==> config.mk <==
export PLATFORM = sky130hd
export DESIGN_NAME = traffic_phase_sched
export DESIGN_NICKNAME = d
export VERILOG_FILES = /design/src/rtl/traffic_phase_sched.sv
export SDC_FILE = /design/constraint.sdc
export NUM_CORES = 1
export LEC_CHECK = 0
export ABC_AREA = 1
export CORE_ASPECT_RATIO = 1.5
export CORE_MARGIN = 10
export CORE_UTILIZATION = 30
export CTS_BUF_LIST = sky130_fd_sc_hd__clkbuf_8
export DETAILED_ROUTE_END_ITERATION = 8
export SLEW_MARGIN = 20
export SYNTH_ARGS = -nofsm -noshare
export SYNTH_HDL_FRONTEND = slang
export SYNTH_SLANG_ARGS = --single-unit
export TNS_END_PERCENT = 5
==> constraint.sdc <==
create_clock -name clk -period 2.3 [get_ports clk]
set_clock_uncertainty 0.2 [all_clocks]
set_input_delay 0.575 -clock clk [delete_from_list [all_inputs] [get_ports clk]]
set_output_delay 0.575 -clock clk [all_outputs]
set_load 0.005 [all_outputs]
==> src/rtl/traffic_phase_sched.sv <==
// Demand-actuated NS/EW phase scheduler: clearance, walk service, emergency pre-emption.
// Latency: lamps/phase registered, change on the same edge as the state. Backpressure: none, sensor inputs free-running.
module traffic_phase_sched #(
  parameter int MIN_GREEN    = 2000,
  parameter int MAX_GREEN    = 10000,
  parameter int YELLOW_TIME  = 1500,
  parameter int ALL_RED_TIME = 500,
  parameter int WALK_TIME    = 1000,
  parameter int CNT_W        = 16
) (
  input  logic       clk,
  input  logic       rst,
  input  logic       ns_car,
  input  logic       ew_car,
  input  logic       ped_ns,
  input  logic       ped_ew,
  input  logic       emerg,
  output logic [3:0] NS,
  output logic [3:0] EW,
  output logic [2:0] phase
);

  typedef enum logic [2:0] {
    INIT_RED = 3'd0,
    NS_G     = 3'd1,
    NS_Y     = 3'd2,
    RED_A    = 3'd3,
    EW_G     = 3'd4,
    EW_Y     = 3'd5,
    RED_B    = 3'd6,
    EMG_RED  = 3'd7
  } state_e;

  localparam logic [CNT_W-1:0] MIN_LAST = CNT_W'(MIN_GREEN - 1);
  localparam logic [CNT_W-1:0] MAX_LAST = CNT_W'(MAX_GREEN - 1);
  localparam logic [CNT_W-1:0] YEL_LAST = CNT_W'(YELLOW_TIME - 1);
  localparam logic [CNT_W-1:0] RED_LAST = CNT_W'(ALL_RED_TIME - 1);
  localparam logic [CNT_W-1:0] WALK_CNT = CNT_W'(WALK_TIME);

  state_e           state_q, state_d;
  logic [CNT_W-1:0] timer_q, timer_d;
  logic             ped_ns_q, ped_ns_d;
  logic             ped_ew_q, ped_ew_d;
  logic [3:0]       ns_lamp_q, ns_lamp_d;
  logic [3:0]       ew_lamp_q, ew_lamp_d;
  logic [2:0]       phase_q, phase_d;

  logic ns_demand, ew_demand;
  logic enter_ns_g, enter_ew_g;
  logic walk_ns_d, walk_ew_d;

  always_comb begin
    state_d   = state_q;
    ns_demand = ns_car | ped_ns_q;
    ew_demand = ew_car | ped_ew_q;

    case (state_q)
      INIT_RED: begin
        if (emerg)                      state_d = EMG_RED;
        else if (timer_q >= RED_LAST)   state_d = NS_G;
      end
      // A car on our own approach stretches the green only up to MAX_GREEN.
      NS_G: begin
        if (emerg)                      state_d = NS_Y;
        else if (ew_demand && (timer_q >= MIN_LAST) && (!ns_car || (timer_q >= MAX_LAST)))
                                        state_d = NS_Y;
      end
      NS_Y: begin
        if (timer_q >= YEL_LAST)        state_d = emerg ? EMG_RED : RED_A;
      end
      RED_A: begin
        if (emerg)                      state_d = EMG_RED;
        else if (timer_q >= RED_LAST)   state_d = EW_G;
      end
      EW_G: begin
        if (emerg)                      state_d = EW_Y;
        else if (ns_demand && (timer_q >= MIN_LAST) && (!ew_car || (timer_q >= MAX_LAST)))
                                        state_d = EW_Y;
      end
      EW_Y: begin
        if (timer_q >= YEL_LAST)        state_d = emerg ? EMG_RED : RED_B;
      end
      RED_B: begin
        if (emerg)                      state_d = EMG_RED;
        else if (timer_q >= RED_LAST)   state_d = NS_G;
      end
      EMG_RED: begin
        if (!emerg && (timer_q >= RED_LAST)) state_d = NS_G;
      end
      default: state_d = INIT_RED;
    endcase

    // Clearance after pre-emption is counted only once emerg has dropped.
    if ((state_d != state_q) || ((state_q == EMG_RED) && emerg))
      timer_d = '0;
    else if (timer_q != '1)
      timer_d = timer_q + CNT_W'(1);
    else
      timer_d = timer_q;

    enter_ns_g = (state_d == NS_G) && (state_q != NS_G);
    enter_ew_g = (state_d == EW_G) && (state_q != EW_G);

    ped_ns_d = ped_ns | (ped_ns_q & ~enter_ns_g);
    ped_ew_d = ped_ew | (ped_ew_q & ~enter_ew_g);

    walk_ns_d = enter_ns_g ? ped_ns_q
              : ((state_d == NS_G) && ns_lamp_q[3] && (timer_d < WALK_CNT));
    walk_ew_d = enter_ew_g ? ped_ew_q
              : ((state_d == EW_G) && ew_lamp_q[3] && (timer_d < WALK_CNT));

    ns_lamp_d = {walk_ns_d, state_d == NS_G, state_d == NS_Y,
                 (state_d != NS_G) && (state_d != NS_Y)};
    ew_lamp_d = {walk_ew_d, state_d == EW_G, state_d == EW_Y,
                 (state_d != EW_G) && (state_d != EW_Y)};
    phase_d   = state_d;
  end

  always_ff @(posedge clk) begin
    if (rst) begin
      state_q   <= INIT_RED;
      timer_q   <= '0;
      ped_ns_q  <= 1'b0;
      ped_ew_q  <= 1'b0;
      ns_lamp_q <= 4'b0001;
      ew_lamp_q <= 4'b0001;
      phase_q   <= 3'd0;
    end else begin
      state_q   <= state_d;
      timer_q   <= timer_d;
      ped_ns_q  <= ped_ns_d;
      ped_ew_q  <= ped_ew_d;
      ns_lamp_q <= ns_lamp_d;
      ew_lamp_q <= ew_lamp_d;
      phase_q   <= phase_d;
    end
  end

  assign NS    = ns_lamp_q;
  assign EW    = ew_lamp_q;
  assign phase = phase_q;

endmodule
==> out/qor.csv <==
stage,metric,value,unit
run_status,outcome,"complete, no violations",
critical_path,start_kind,register,
clock_tree,cts_tree,done,
pwr,p_sw,959,uW
finish,fin_area,2790,sq um
grt,antenna_found_initial,0,
routing,drtIter0Drc,127,
yosys,syn_area_per_cell,6.91,sq um
finish,utilization,44.9,%
yosys,yosys.cell_types.count,30,
routing,via_count,1917,
grt,grt_max_degree,11,
place,placed_cell_area,2440,sq um
sta,fin_ws,0.0864,ns
routing,wl_per_cell,13.2,um
yosys,yosysSeqAreaShare,29.9,%
place,port_buffers,17,
routing,routed_wl,5440,um
sta,fmax,452,MHz
sta,rsz0062_at_grt,true,
finish,nets,346,
routing,route.detailed.drc,0,
pwr,cellLeakagePower,0.00120,uW
pwr,seqPwrFrac,25.3,%
critical_path,crit_type,register to register,
finish,area_delta_synth_final,43.8,%
pwr,fin_total_pwr,2540,uW
critical_path,arrival,2.23,ns
clock_tree,cts_inserted_buffers,5,
yosys,synth_cells,281,
yosys,synth_nets,289,
grt,grt-ovfl-total,0,
floorplanning,die_width,85.7,um
flow_run,drv_cap,0,
floorplanning,start_util,31.2,%
min_path,min_to,ped_ns_q$_SDFF_PP0_,
sta,min_period,2.21,ns
critical_path,worstPathMaxFanout,6,
pwr,comb_power_share,49.5,%
floorplanning,core-area,6220,sq um
routing,viasPerCell,4.64,
finish,antennaDiodeCount,0,
clock_tree,htreeDepth,2,
clock_tree,clk_pin_slew,0.07,ns
floorplanning,std_cell_rows,35,
clock_tree,clk-insertion-delay-late,0.28,ns
critical_path,r2r_end,timer_q[11]$_SDFF_PP0_,
min_path,whs_path_depth,2,
grt,grt_pass1_vias,2032,
finish,layout-drive-gt1-share,41.6,%
critical_path,reg2regPathDepth,15,
floorplanning,io-pin-count,18,
min_path,hp-start,ped_ns_q$_SDFF_PP0_,
sta,slew_violations,0,
grt,grt_pass1_wl,8960,um
pwr,clkPwrFrac,25.2,%
pwr,power.density,909,nW/um^2
min_path,min_path_type,register to register,
critical_path,endpoint_kind,register,
yosys,yosysWarnings,0,
place,gp_congestion,0.918,
critical_path,cp.required,2.32,ns
place,dp_slack,-0.314,ns
sta,worst_pin_slew,0.266,ns
sta,slew_headroom,82.2,%
routing,first_pass_iters,4,
sta,period_share,96.2,%
place,dp_hpwl,4180,um
yosys,netlist_area,1940,sq um
clock_tree,root_buffer,clkbuf_8,
critical_path,reg2reg_slack,0.09,ns
clock_tree,clockBufferDepth,2,
pwr,p_sw_share,37.8,%
pwr,ir_drop,0.000782,V
yosys,synth_top_cell_area_share,29.9,%
floorplanning,dieArea,10200,sq um
yosys,synth_top_area_cell,dfxtp_1,
routing,ant_nets,0,
yosys,ys_top_cells_by_area,"dfxtp_1 (30%), nand2_1 (12%), nor2_4 (8.7%)",
grt,grtUsageTotal,10.6,%
sta,hold_violations,0,
yosys,ys_seq_elements,29,
pwr,p_int,1580,uW
clock_tree,cts_sinks,29,
critical_path,reg2reg_from,timer_q[1]$_SDFFE_PP0N_,
floorplanning,die_h,119,um
sta,setup_violations,0,
repair_timing:
item                                    in CTS  in global routing
gates cloned                                 0                  1
hold buffers                                 0                  0
gates resized for setup                      5                 52
pin swaps                                    1                 11
endpoints found under the setup margin      11                 25
buffers inserted                             0                  2
cells by family (layout without fill, tap and decap cells):
logic type               count (synthesis)  count (layout)  synth area share, %
AO/OA/AOI/OAI                           24              24                 6.77
flip-flops                              29              29                 29.9
adder cells (fa/ha/maj)                  1               1                0.645
XOR/XNOR                                 9               9                 4.06
AND/OR/NAND/NOR                        179             179                 50.0
buffers and inverters                   39              97                 8.58
power by group through the flow:
| stage | Clock, uW | Sequential, uW | Combinational (uW) |
|---|---|---|---|
| after global routing | 680 | 648 | 1380 |
| final | 641 | 642 | 1260 |
| after floorplan | 0 | 652 | 683 |
| after detailed placement | 0 | 646 | 1140 |
| after CTS | 660 | 635 | 1150 |
| after global placement | 0 | 647 | 1130 |
Yosys cell counts:
master and instances:
inv_1 28, buf_4 1, nand3_4 1, a21oi_2 1, xor2_1 8, nor2_1 37
or2_1 1, nor3_1 4, nand2_4 5, nand2_1 62, nand3_1 26, nand4_1 2
dfxtp_1 29, or2_2 3, a21oi_1 18, xnor2_1 1, nor2_4 15, nor3_2 2
nor2_2 6, nand3_2 2, buf_12 1, nor3_4 1, o21ai_0 4, clkbuf_1 1
ha_1 1, nand2_2 11, o211ai_2 1, inv_2 7, clkinv_1 1, and3_1 1
critical path, cell delays in order (launching register included):
cell     delay (ns)
dfxtp_2        0.36
ha_4           0.17
nand3_2        0.09
buf_4          0.16
nand2_1        0.05
nand3_1        0.10
a21oi_2        0.14
nand2_1        0.06
nand2_1        0.05
nand2_1        0.08
nand2_4        0.11
nand3_2        0.09
nand2_4        0.10
nand3_4        0.12
buf_12         0.17
a21oi_1        0.10
area by class of cell:
class                   count  area [sq um]
clock buffers               5          68.8
repair buffers             53           485
flip-flops and latches     29           594
fillers                   646          3430
well taps                  74          92.6
multi-input cells         213          1350
inverters                  36           140
clock inverters             3          65.1
routing by layer:
| layer | wire length, um | vias to the layer above | track usage [%] |
|---|---|---|---|
| met1 | 2060 | 879 | 10.2 |
| met2 | 3060 | 32 | 20.0 |
| met5 | 0 | - | 0 |
| li1 | - | 996 | - |
| met3 | 168 | 10 | 2.89 |
| met4 | 149 | 0 | 4.34 |
worst max-delay path by stage:
stage                             from                      end  slack (ns)  cells after the start
2_1_floorplan  timer_q[0]$_SDFFE_PP0N_    timer_q[7]$_SDFF_PP0_        0.19                     14
3_3_place_gp                     emerg  timer_q[2]$_SDFFE_PP0N_       -0.28                     14
3_5_place_dp                     emerg  timer_q[2]$_SDFFE_PP0N_       -0.31                     12
4_1_cts        timer_q[0]$_SDFFE_PP0N_      ped_ns_q$_SDFF_PP0_        0.02                     16
5_1_grt        timer_q[1]$_SDFFE_PP0N_    timer_q[6]$_SDFF_PP0_       -0.03                     15
6_report       timer_q[1]$_SDFFE_PP0N_   timer_q[11]$_SDFF_PP0_        0.09                     15
flip-flops by register name, summed over array words and instances (netlist names):
signal,count
timer_q,16
NS,4
ped_ns_q,1
ped_ew_q,1
EW,4
phase,3
stage by stage:
| stage | hold WS [ns] | setup TNS [ns] | cells |
|---|---|---|---|
| CTS | 0.325 | 0 | 410 |
| floorplan | 0.261 | 0 | 281 |
| global route | 0.356 | -0.196 | 413 |
| detailed placement | 0.314 | -6.50 | 402 |
| finish | 0.327 | 0 | 413 |
| global placement | 0.312 | -5.60 | 402 |
layout by cell type, fill, tap and decap left out, types with 3 or more instances in the layout:
| cell type | count |
|---|---|
| inv_2 | 8 |
| inv_1 | 26 |
| o21ai_1 | 3 |
| nand2_4 | 8 |
| nor2_2 | 12 |
| clkdlybuf4s50_1 | 16 |
| dfxtp_2 | 11 |
| nand2_2 | 14 |
| nor2_1 | 29 |
| or2_2 | 3 |
| nand3_2 | 7 |
| buf_4 | 33 |
| nand2_1 | 56 |
| nand3_1 | 20 |
| xor2_1 | 8 |
| a21oi_2 | 6 |
| a21oi_1 | 13 |
| nor2_4 | 17 |
| dfxtp_1 | 18 |
| clkbuf_8 | 5 |
| nor3_4 | 3 |
Power figures use the tool's default switching activity.
